<file path="src/rtl/umi_tx_arbiter_if.sv">
// umi_tx_arbiter_if: N-to-1 UMI transmit bundle (requester side + shared port).
// slave = arbiter view, master = requesters/endpoint view.
interface umi_tx_arbiter_if #(
  parameter int N  = 4,
  parameter int DW = 256,
  parameter int IW = (N > 1) ? $clog2(N) : 1
);
  logic [N*DW-1:0] in_packet;
  logic [N-1:0]    in_valid;
  logic [N-1:0]    in_ready;
  logic [DW-1:0]   out_packet;
  logic            out_valid;
  logic            out_ready;
  logic [IW-1:0]   out_src;

  modport slave (
    input  in_packet, in_valid, out_ready,
    output in_ready, out_packet, out_valid, out_src
  );

  modport master (
    output in_packet, in_valid, out_ready,
    input  in_ready, out_packet, out_valid, out_src
  );
endinterface

</file>
<file path="src/rtl/umi_tx_arbiter.sv">
// umi_tx_arbiter: round-robin N-to-1 UMI TX arbiter with registered output.
// Ports: clk, nreset (async low), bus (umi_tx_arbiter_if.slave).
// Option: define UMI_ARB_PRIO0_EN for strict priority of requester 0.
module umi_tx_arbiter #(
  parameter int N  = 4,
  parameter int DW = 256,
  parameter int IW = (N > 1) ? $clog2(N) : 1
) (
  input logic           clk,
  input logic           nreset,
  umi_tx_arbiter_if.slave bus
);

  localparam int M = (N > 1) ? N - 1 : 1;

  logic [DW-1:0] out_packet_q, out_packet_d;
  logic          out_valid_q, out_valid_d;
  logic [IW-1:0] out_src_q, out_src_d;
  logic [IW-1:0] ptr_q, ptr_d;

  logic          load;
  logic          found;
  logic [IW-1:0] w;
  logic [N-1:0]  rdy;
  logic [DW-1:0] pk [N];

  for (genvar i = 0; i < N; i++) begin : g_unpack
    assign pk[i] = bus.in_packet[i*DW +: DW];
  end

  assign load = !out_valid_q | bus.out_ready;

  always_comb begin : arb
    int idx;
    int base;
    logic [IW-1:0] ix;
    found = 1'b0;
    w     = '0;
    idx   = 0;
    base  = 0;
    ix    = '0;
`ifdef UMI_ARB_PRIO0_EN
    if (bus.in_valid[0]) begin
      found = 1'b1;
    end else if (N > 1) begin
      // ptr lives in 1..N-1; a reset value of 0 starts at 1
      base = (ptr_q == '0) ? 0 : int'(ptr_q) - 1;
      for (int k = 0; k < N - 1; k++) begin
        idx = 1 + (base + k) % M;
        ix  = IW'(idx);
        if (!found && bus.in_valid[ix]) begin
          found = 1'b1;
          w     = ix;
        end
      end
    end
`else
    for (int k = 0; k < N; k++) begin
      idx = (int'(ptr_q) + k) % N;
      ix  = IW'(idx);
      if (!found && bus.in_valid[ix]) begin
        found = 1'b1;
        w     = ix;
      end
    end
`endif
  end

  always_comb begin
    rdy = '0;
    if (nreset && load && found) rdy[w] = 1'b1;
  end

  assign bus.in_ready = rdy;

  always_comb begin
    out_packet_d = out_packet_q;
    out_valid_d  = out_valid_q;
    out_src_d    = out_src_q;
    ptr_d        = ptr_q;
    if (load) begin
      if (found) begin
        out_packet_d = pk[w];
        out_valid_d  = 1'b1;
        out_src_d    = w;
`ifdef UMI_ARB_PRIO0_EN
        if (w != '0)
          ptr_d = (w == IW'(N - 1)) ? IW'(1) : w + 1'b1;
`else
        ptr_d = (w == IW'(N - 1)) ? '0 : w + 1'b1;
`endif
      end else begin
        out_valid_d = 1'b0;
      end
    end
  end

  always_ff @(posedge clk or negedge nreset) begin
    if (!nreset) begin
      out_packet_q <= '0;
      out_valid_q  <= 1'b0;
      out_src_q    <= '0;
      ptr_q        <= '0;
    end else begin
      out_packet_q <= out_packet_d;
      out_valid_q  <= out_valid_d;
      out_src_q    <= out_src_d;
      ptr_q        <= ptr_d;
    end
  end

  assign bus.out_packet = out_packet_q;
  assign bus.out_valid  = out_valid_q;
  assign bus.out_src    = out_src_q;

endmodule

</file>
<file path="src/flat_wrapper.sv">
// flat-port wrapper written by rule: the top's interface ports become plain ports
module umi_tx_arbiter_flat 
#(
  parameter int N  = 4,
  parameter int DW = 256,
  parameter int IW = (N > 1) ? $clog2(N) : 1
)
  (clk, nreset, bus_in_packet, bus_in_valid, bus_out_ready, bus_in_ready, bus_out_packet, bus_out_valid, bus_out_src);
  umi_tx_arbiter_if #(.N(N), .DW(DW), .IW(IW)) bus_i ();
  input logic clk;
  input logic nreset;
  input wire logic [$bits(bus_i.in_packet)-1:0] bus_in_packet;
  input wire logic [$bits(bus_i.in_valid)-1:0] bus_in_valid;
  input wire logic [$bits(bus_i.out_ready)-1:0] bus_out_ready;
  output wire logic [$bits(bus_i.in_ready)-1:0] bus_in_ready;
  output wire logic [$bits(bus_i.out_packet)-1:0] bus_out_packet;
  output wire logic [$bits(bus_i.out_valid)-1:0] bus_out_valid;
  output wire logic [$bits(bus_i.out_src)-1:0] bus_out_src;
  assign bus_i.in_packet = bus_in_packet;
  assign bus_i.in_valid = bus_in_valid;
  assign bus_i.out_ready = bus_out_ready;
  assign bus_in_ready = bus_i.in_ready;
  assign bus_out_packet = bus_i.out_packet;
  assign bus_out_valid = bus_i.out_valid;
  assign bus_out_src = bus_i.out_src;
  umi_tx_arbiter #(.N(N), .DW(DW), .IW(IW)) u_core (.clk(clk), .nreset(nreset), .bus(bus_i));
endmodule
</file>
<file path="config.mk">
export PLATFORM = sky130hd
export DESIGN_NAME = umi_tx_arbiter_flat
export DESIGN_NICKNAME = d
export VERILOG_FILES = /design/src/rtl/umi_tx_arbiter_if.sv /design/src/rtl/umi_tx_arbiter.sv /design/src/flat_wrapper.sv
export SDC_FILE = /design/constraint.sdc
export NUM_CORES = 1
export LEC_CHECK = 0
export BUFFER_PORTS_ARGS = -buffer_cell sky130_fd_sc_hd__buf_4
export CELL_PAD_IN_SITES_DETAIL_PLACEMENT = 1
export CELL_PAD_IN_SITES_GLOBAL_PLACEMENT = 2
export CORE_AREA = 2 2 497 499
export CTS_BUF_LIST = sky130_fd_sc_hd__clkbuf_4 sky130_fd_sc_hd__clkbuf_8
export CTS_CLUSTER_SIZE = 10
export DETAILED_ROUTE_END_ITERATION = 8
export DIE_AREA = 0 0 499 501
export MAX_ROUTING_LAYER = met4
export PLACE_DENSITY_LB_ADDON = 0.1
export REMOVE_ABC_BUFFERS = 1
export SLEW_MARGIN = 0
export SYNTH_ARGS = -nofsm -noshare
export SYNTH_HDL_FRONTEND = slang
export SYNTH_SLANG_ARGS = --single-unit
</file>
<file path="constraint.sdc">
create_clock -name clk -period 2.7 [get_ports clk]
set_input_delay 0 -clock clk [delete_from_list [all_inputs] [get_ports clk]]
set_output_delay 0 -clock clk [all_outputs]
set_load 0.03 [all_outputs]
</file>
==> results.py, run 1 <==
metrics = {
    "clock_network": {
        "clock_sinks": 261,
        "ctsHoldBuffers": 1277,
        "clockBufferDepth": 3,
        "cts_setup_buffers": 3,
        "cts_root_buffer": "clkbuf_8",
        "cts_buffers": 76,
        "cts.repair.resized": 12,
        "htree_levels": 3,
    },
    "floorplan": {
        "num_rows": 182,
        "die_h_um": 501,
        "die_w_um": 499,
        "start_util": 0.06792,
        "io_pins": 1294,
    },
    "logic_synthesis": {
        "ys_ff_latch": 261,
        "ys_warn_count": 0,
        "async_flop_share": 1.000,
        "synth_ff_type": "dfrtp_1",
        "yosysUniqueCellTypes": 32,
        "syn_inst": 1844,
        "syn_avg_cell_area_um2": 9.016,
        "synth_area_mm2": 0.01663,
        "ys_seq_area_frac": 0.3928,
        "synth-edff-count": 0,
    },
    "placed_design": {
        "gp_congestion": 0.7619,
        "port_buffers": 1293,
        "hpwlAfterDp_um": 153600,
    },
    "outcome": {
        "lastStage": "clock tree synthesis",
        "status": "aborted with a tool error",
        "error_line": "[ERROR RSZ-0060] Max buffer count reached.",
    },
}
[synthesized netlist by cell type (all sizes together), types with 2 or more instances]
| cell type | n | area share |
|---|---|---|
| dfrtp | 261 | 0.39 |
| a21oi | 259 | 0.078 |
| o21ai | 259 | 0.078 |
| nand3 | 258 | 0.078 |
| a221o | 257 | 0.15 |
| o22a | 256 | 0.13 |
| clkbuf | 136 | 0.031 |
| buf | 122 | 0.039 |
| nand2 | 8 | 0.0018 |
| and3 | 6 | 0.0023 |
| a21o | 3 | 0.0014 |
| inv | 3 | 0.00068 |
| nor2b | 2 | 0.00075 |
[cell families after synthesis]
kind of cell | after synthesis | synth area share
buffers and inverters | 261 | 0.07052
flip-flops | 261 | 0.3928
AND/OR/NAND/NOR | 280 | 0.08512
AO/OA/AOI/OAI | 1042 | 0.4515
[through the flow]
step	instances	hold WS [ns]	util	setup WS (ns)	instance area [µm²]
global placement	6246	0.01274	0.1263	0.1838	30930
floorplan	1586	-0.2956	-	-8.410	15460
detailed placement	6246	0.01986	0.1263	0.1934	30930
==> run 2, diff against run 1 <==
==> config.mk (replaced) <==
export PLATFORM = sky130hd
export DESIGN_NAME = umi_tx_arbiter_flat
export DESIGN_NICKNAME = d
export VERILOG_FILES = /design/src/rtl/umi_tx_arbiter_if.sv /design/src/rtl/umi_tx_arbiter.sv /design/src/flat_wrapper.sv
export SDC_FILE = /design/constraint.sdc
export NUM_CORES = 1
export LEC_CHECK = 0
export BUFFER_PORTS_ARGS = -buffer_cell sky130_fd_sc_hd__buf_4
export CORE_AREA = 2 2 498 500
export DETAILED_ROUTE_END_ITERATION = 8
export DIE_AREA = 0 0 500 502
export PLACE_DENSITY_LB_ADDON = 0.15
export REMOVE_ABC_BUFFERS = 1
export SLEW_MARGIN = 0
export SYNTH_ARGS = -nofsm -noshare
export SYNTH_HDL_FRONTEND = slang
export SYNTH_SLANG_ARGS = --single-unit
==> run 2 against run 1 <==
The run now ends clean. Synthesized cell count stayed put. Area after synthesis stayed put.
==> results.py, run 2 <==
metrics = {
    "logic_synthesis": {
        "ys_seq_area_frac": 0.3928,
        "synth-edff-count": 0,
        "synth_ff_type": "dfrtp_1",
        "yosys-top-cells-count": "dfrtp_1, o21ai_0, a21oi_1",
        "syn_inst": 1844,
        "synth_top_cell_area_share": 0.3928,
        "synth_area_leaders": "dfrtp_1, a221o_1, o22a_1",
        "ys_warn_count": 0,
        "synth_top_cell_by_area": "dfrtp_1",
        "async_flop_share": 1.000,
        "yosysUniqueCellTypes": 32,
        "ys_ff_latch": 261,
        "synth_area_mm2": 0.01663,
        "yosysMostFrequentCell": "dfrtp_1",
        "syn_avg_cell_area_um2": 9.016,
    },
    "layout": {
        "multiInputGateArea_mm2": 0.009070,
        "drive_gt1_frac": 0.3797,
        "ff_latch_area_mm2": 0.006533,
        "layout.nets": 5186,
        "final_area_mm2": 0.04373,
        "largest_reg_flops": 256,
        "fill_cells": 27660,
        "mostFrequentLayoutCells": "buf_4, dlygate4sd3_1, dfrtp_1",
        "area_growth_pct": 163.0,
        "instances_no_fill": 7438,
        "final_common_cell": "buf_4",
    },
    "floorplan": {
        "num_rows": 182,
        "die_h_um": 502,
        "start_util": 0.06779,
        "die_w_um": 500,
        "core_mm2": 0.2453,
        "io_pins": 1294,
        "die_area_mm2": 0.2510,
    },
    "placed_design": {
        "gp_congestion": 0.8382,
        "place_area_mm2": 0.03115,
        "hpwlAfterDp_um": 150100,
        "port_buffers": 1293,
        "dp.cells": 6264,
    },
    "drt": {
        "drt_iter0_drc": 1644,
        "routed_wl_um": 195600,
        "route.detailed.drc": 0,
        "wl_met1_um": 80300,
        "met3_wirelength_um": 13740,
        "met2_length_um": 96500,
        "top_layer": "met5",
        "vias_per_cell": 3.579,
        "first_pass_iters": 5,
        "ant_nets": 0,
        "routedWlPerCell_um": 26.29,
        "vias": 26620,
    },
    "pwr": {
        "pwr-share-comb": 0.530,
        "sw_frac_of_total": 0.4401,
        "ir_drop_v": 0.0004372,
        "intPower_w": 0.01465,
        "p_per_area_mw_per_mm2": 598.5,
        "seqPwrFrac": 0.218,
        "power_w": 0.02617,
        "power_leakage_nw": 18.42,
        "power.share.clock": 0.251,
        "p_switching_w": 0.01152,
    },
    "clock_network": {
        "clk_pin_slew_ns": 0.07,
        "htree_levels": 2,
        "worst_skew_pair.late_latency_ns": 0.67,
        "cts_root_buffer": "clkbuf_16",
        "clockBufferDepth": 3,
        "clock_sinks": 261,
        "cts_tree": "done",
        "cts_buffers": 47,
    },
    "outcome": {
        "status": "completed",
    },
    "global_route": {
        "grt_pass1_wl_um": 248300,
        "grt_usage": 0.1427,
        "grt_max_degree": 86,
        "antenna_found_initial": 57,
        "gr-total-overflow": 0,
        "first_global_vias": 28200,
    },
    "job": {
        "drv_cap": 0,
    },
    "worst_setup_path": {
        "critical_path_class": "flop to flop",
        "crit_required_ns": 3.29,
        "critPathLaunch": "u_core.ptr_q[1]",
        "cp-start-kind": "flop",
        "r2r_cells": 7,
        "timing.rr.end": "u_core.bus.out_packet[33]",
        "r2r_start": "u_core.ptr_q[1]",
        "crit_path_max_fanout": 32,
        "rrSetupSlack_ns": 0.005,
        "critPathCaptureType": "flop",
        "worstSetupEndpoint": "u_core.bus.out_packet[33]",
        "arrival_ns": 3.28,
    },
    "sta": {
        "max_clock_freq_ghz": 0.3710,
        "rsz0062_at_grt": "true",
        "hold_viol_final": 0,
        "slew_viol_final": 0,
        "hold_ws_ns": 0.1929,
        "max-slew-margin-rel": 0.5863,
        "period_minus_slack_ns": 2.695,
        "timing.final.crit_share": 0.9983,
        "finalClockSkew_ns": 0.03104,
        "setup_viol": 0,
        "tightest_slew_ns": 0.6205,
    },
    "worst_hold_path": {
        "hold_class": "input port to flop",
    },
}
-- run 2: cell counts after synthesis --
Identical to the previous run, type by type.
-- run 2: per-layer routing --
layer  global-route usage  vias up
met1               0.1696    13050
li1                     -    12160
met5                    0        -
met2               0.2524     1217
met3              0.03727      182
met4              0.03658       20
-- run 2: power by group through the flow --
stage	sequential (W)	combinational (W)	clock, W
4_1_cts	0.00576	0.0138	0.00692
3_3_place_gp	0.00580	0.0121	0
2_1_floorplan	0.00726	0.00341	0
5_1_grt	0.00585	0.0148	0.00703
3_5_place_dp	0.00581	0.0120	0
6_report	0.00571	0.0139	0.00658
-- run 2: worst min path at each step --
stage,start,slack (ns),cells after the start,endpoint
2_1_floorplan,nreset,-0.30,0,u_core.bus.out_packet[0]
3_5_place_dp,nreset,0.04,1,u_core.bus.out_packet[194]
3_3_place_gp,nreset,0.03,1,u_core.bus.out_packet[194]
5_1_grt,bus_in_packet[655],0.17,4,u_core.bus.out_packet[143]
4_1_cts,bus_in_valid[3],0.09,6,u_core.bus.out_packet[87]
6_report,bus_in_packet[70],0.19,4,u_core.bus.out_packet[70]
-- run 2: kinds of logic after synthesis --
group	after synthesis	synth area share
DFF	261	0.3928
buffers and inverters	261	0.07052
and+or+nand+nor	280	0.08512
AOI/OAI and AO/OA	1042	0.4515
-- run 2: what timing repair did --
| action | CTS | global route |
|---|---|---|
| endpoints found under the hold margin | 471 | 0 |
| setup endpoints to repair | 2 | 98 |
| gates resized for setup | 3 | 30 |
| cloned | 2 | 14 |
| setup buffers | 4 | 17 |
| pin swaps | 1 | 25 |
| hold buffers | 1026 | 0 |
-- run 2: cell type report --
class | count | share of cell area
multi-input combinational | 1325 | 0.2074
sequential | 261 | 0.1494
clock buffer | 64 | 0.03042
timing repair buffer | 2517 | 0.5133
inverter | 3 | 0.0002575
clock inverter | 20 | 0.005437
tap | 3220 | 0.09214
antenna | 28 | 0.001602
-- run 2: critical path, stage by stage (launching register included) --
cell,delay [ns]
dfrtp_2,0.45
buf_4,0.17
a21oi_4,0.26
o211a_4,0.41
buf_12,0.23
a221o_1,0.24
dlygate4sd3_1,0.66
o22a_1,0.15
-- run 2: metrics by stage --
| stage | util | TNS [ns] | worst slack, ns |
|---|---|---|---|
| final | 0.1783 | 0 | 0.004722 |
| after global routing | 0.1781 | -0.05258 | -0.01610 |
| after CTS | 0.1758 | 0 | 0.01376 |
| after detailed placement | 0.1270 | 0 | 0.1153 |
| after global placement | 0.1270 | 0 | 0.1117 |
| after floorplan | - | -2059.90 | -8.410 |
(Power assumes the default switching activity.)
==> run 3, diff against run 2 <==
--- a/config.mk
+++ b/config.mk
@@ -10,7 +10,6 @@
 export DETAILED_ROUTE_END_ITERATION = 8
 export DIE_AREA = 0 0 500 502
 export PLACE_DENSITY_LB_ADDON = 0.15
-export REMOVE_ABC_BUFFERS = 1
 export SLEW_MARGIN = 0
 export SYNTH_ARGS = -nofsm -noshare
 export SYNTH_HDL_FRONTEND = slang
==> run 3 against run 2 <==
Core utilization grew 0.081 points. Critical path type unchanged. Cell count hardly changed. Count of clock-buffer cells in the layout down 1. Largest cell class unchanged. Combinational power increased by 3%. Sequential power down 0.9%. Non-clock buffer count rose by 17.
==> results.py, run 3 (same netlist as run 2, synthesis figures left out) <==
metrics = {
    "outcome": {
        "status": "completed",
    },
    "clock_network": {
        "cts_tree": "done",
        "cts_root_buffer": "clkbuf_16",
        "clockBufferDepth": 3,
        "clk_pin_slew_ns": 0.06,
        "htree_levels": 2,
        "worst_skew_pair.late_latency_ns": 0.66,
        "clock_sinks": 261,
        "cts_buffers": 47,
    },
    "layout": {
        "ff_latch_area_mm2": 0.006534,
        "multiInputGateArea_mm2": 0.009061,
        "largest_reg_flops": 256,
        "utilization": 0.1791,
        "area_growth_pct": 164.2,
        "final_common_cell": "buf_4",
        "drive_gt1_frac": 0.3826,
        "mostFrequentLayoutCells": "buf_4, dlygate4sd3_1, dfrtp_1",
        "final_area_mm2": 0.04392,
        "layout.nets": 5200,
        "fill_cells": 27760,
    },
    "worst_setup_path": {
        "cp_num_cells": 8,
        "crit_family": "buffers and inverters",
        "crit_path_top_delay_cell": "dlygate4sd3_1",
        "critPathBufInv": 4,
        "critical_path_class": "flop to flop",
        "crit_required_ns": 3.24,
        "critPathCaptureType": "flop",
        "critPathLaunch": "u_core.ptr_q[0]",
        "crit_path_max_fanout": 31,
        "arrival_ns": 3.23,
        "r2r_start": "u_core.ptr_q[0]",
        "r2r_cells": 8,
        "cpMostUsedCell": "buf_12",
        "cp-start-kind": "flop",
        "cp_slowest_stage_delay_ns": 0.59,
        "worstSetupEndpoint": "u_core.bus.out_packet[103]",
        "cp_cell_sequence": "clkinvlp_4, a221o_4, buf_12, buf_12, nand3_2, a21oi_1, dlygate4sd3_1, o22a_1",
        "rrSetupSlack_ns": 0.007,
        "timing.rr.end": "u_core.bus.out_packet[103]",
    },
    "floorplan": {
        "die_w_um": 500,
        "die_h_um": 502,
        "start_util": 0.06779,
        "io_pins": 1294,
        "num_rows": 182,
        "core_mm2": 0.2453,
        "die_area_mm2": 0.2510,
    },
    "sta": {
        "finalClockSkew_ns": 0.02470,
        "max-slew-margin-rel": 0.4905,
        "setup_viol": 0,
        "slew_viol_final": 0,
        "period_minus_slack_ns": 2.693,
        "max_clock_freq_ghz": 0.3714,
        "hold_ws_ns": 0.005230,
        "worst_slack_ns": 0.007469,
        "tightest_slew_ns": 0.7563,
        "timing.final.crit_share": 0.9972,
        "hold_viol_final": 0,
        "rsz0062_at_grt": "true",
    },
    "drt": {
        "routedWlPerCell_um": 28.64,
        "drt_iter0_drc": 1801,
        "vias_per_cell": 3.685,
        "route.detailed.drc": 0,
        "first_pass_iters": 5,
        "vias": 27430,
        "ant_nets": 0,
        "routed_wl_um": 213200,
    },
    "logic_synthesis": {
        "syn-num-nets": 2875,
    },
    "job": {
        "drv_cap": 0,
    },
    "global_route": {
        "antenna_found_initial": 85,
        "grt_pass1_wl_um": 268100,
        "grt_usage": 0.1569,
        "first_global_vias": 28930,
        "grt_max_degree": 83,
        "gr-total-overflow": 0,
    },
    "worst_hold_path": {
        "hold_path_depth": 5,
        "hold_class": "input port to flop",
    },
    "placed_design": {
        "gp_congestion": 0.8640,
        "place_area_mm2": 0.03137,
        "hpwlAfterDp_um": 165500,
        "port_buffers": 1293,
        "dp_slack_ns": 0.09938,
    },
    "pwr": {
        "p_per_area_mw_per_mm2": 602.5,
        "ir_drop_v": 0.0004615,
        "power_leakage_nw": 18.59,
    },
}
run 3: cell types whose count changed in the layout (fill, tap and decap cells not counted), moves of 3 or more:
cell,before,now
buf_4,1420,1423
nand3_1,256,249
buf_8,2,8
dlygate4sd3_1,1025,1020
buf_12,40,49
dlymetal6s4s_1,0,4
clkbuf_16,58,61
nand3_2,0,7
run 3: area by class of cell:
| cell class | count | area share |
|---|---|---|
| clock buffer | 63 | 0.03094 |
| tap | 3220 | 0.09172 |
| inverter | 3 | 0.0003418 |
| sequential | 261 | 0.1488 |
| timing repair buffer | 2534 | 0.5171 |
| multi-input combinational | 1322 | 0.2063 |
| clock inverter | 12 | 0.003162 |
| antenna | 29 | 0.001652 |
run 3: layer usage:
metal	up-vias	track usage	part of all wire
met5	-	0	0.0018
met1	13620	0.1950	0.42
met2	1337	0.2551	0.46
met4	58	0.03982	0.025
li1	12160	-	-
met3	247	0.05642	0.090
run 3: worst min path at each step:
| stage | to | from |
|---|---|---|
| 5_1_grt | u_core.bus.out_packet[203] | bus_in_packet[971] |
| 6_report | u_core.bus.out_packet[22] | bus_in_packet[790] |
| 4_1_cts | u_core.bus.out_packet[203] | bus_in_packet[971] |
| 3_5_place_dp | u_core.bus.out_packet[224] | nreset |
| 2_1_floorplan | u_core.bus.out_packet[0] | nreset |
| 3_3_place_gp | u_core.bus.out_packet[224] | nreset |
run 3: tightest hold or removal path, cell delays in order:
cell	delay [ns]
buf_4	0.08
nand3_1	0.07
a21oi_1	0.13
dlymetal6s4s_1	0.20
o22a_1	0.13
run 3: report_power, final:
group          switching [W]  internal [W]  leakage (nW)  total, W
Combinational        0.00821       0.00610          14.9    0.0143
Clock                0.00274       0.00375         0.746   0.00650
Sequential          0.000810       0.00485          2.98   0.00566
Total                 0.0118        0.0147          18.6    0.0265
run 3: through the flow:
step | power [W] | cells | setup TNS (ns)
5_1_grt | 0.02777 | 7424 | -0.5095
6_report | 0.02647 | 7444 | 0
3_5_place_dp | 0.01801 | 6286 | 0
2_1_floorplan | 0.01075 | 1844 | 0
3_3_place_gp | 0.01805 | 6286 | 0
4_1_cts | 0.02662 | 7387 | 0
run 3: what timing repair did:
action,CTS,global route
buffers inserted,1,15
setup endpoints to repair,1,82
hold endpoints to repair,521,1
pin swaps,1,4
resized for setup,4,47
hold buffers,1024,1
gates cloned,1,12
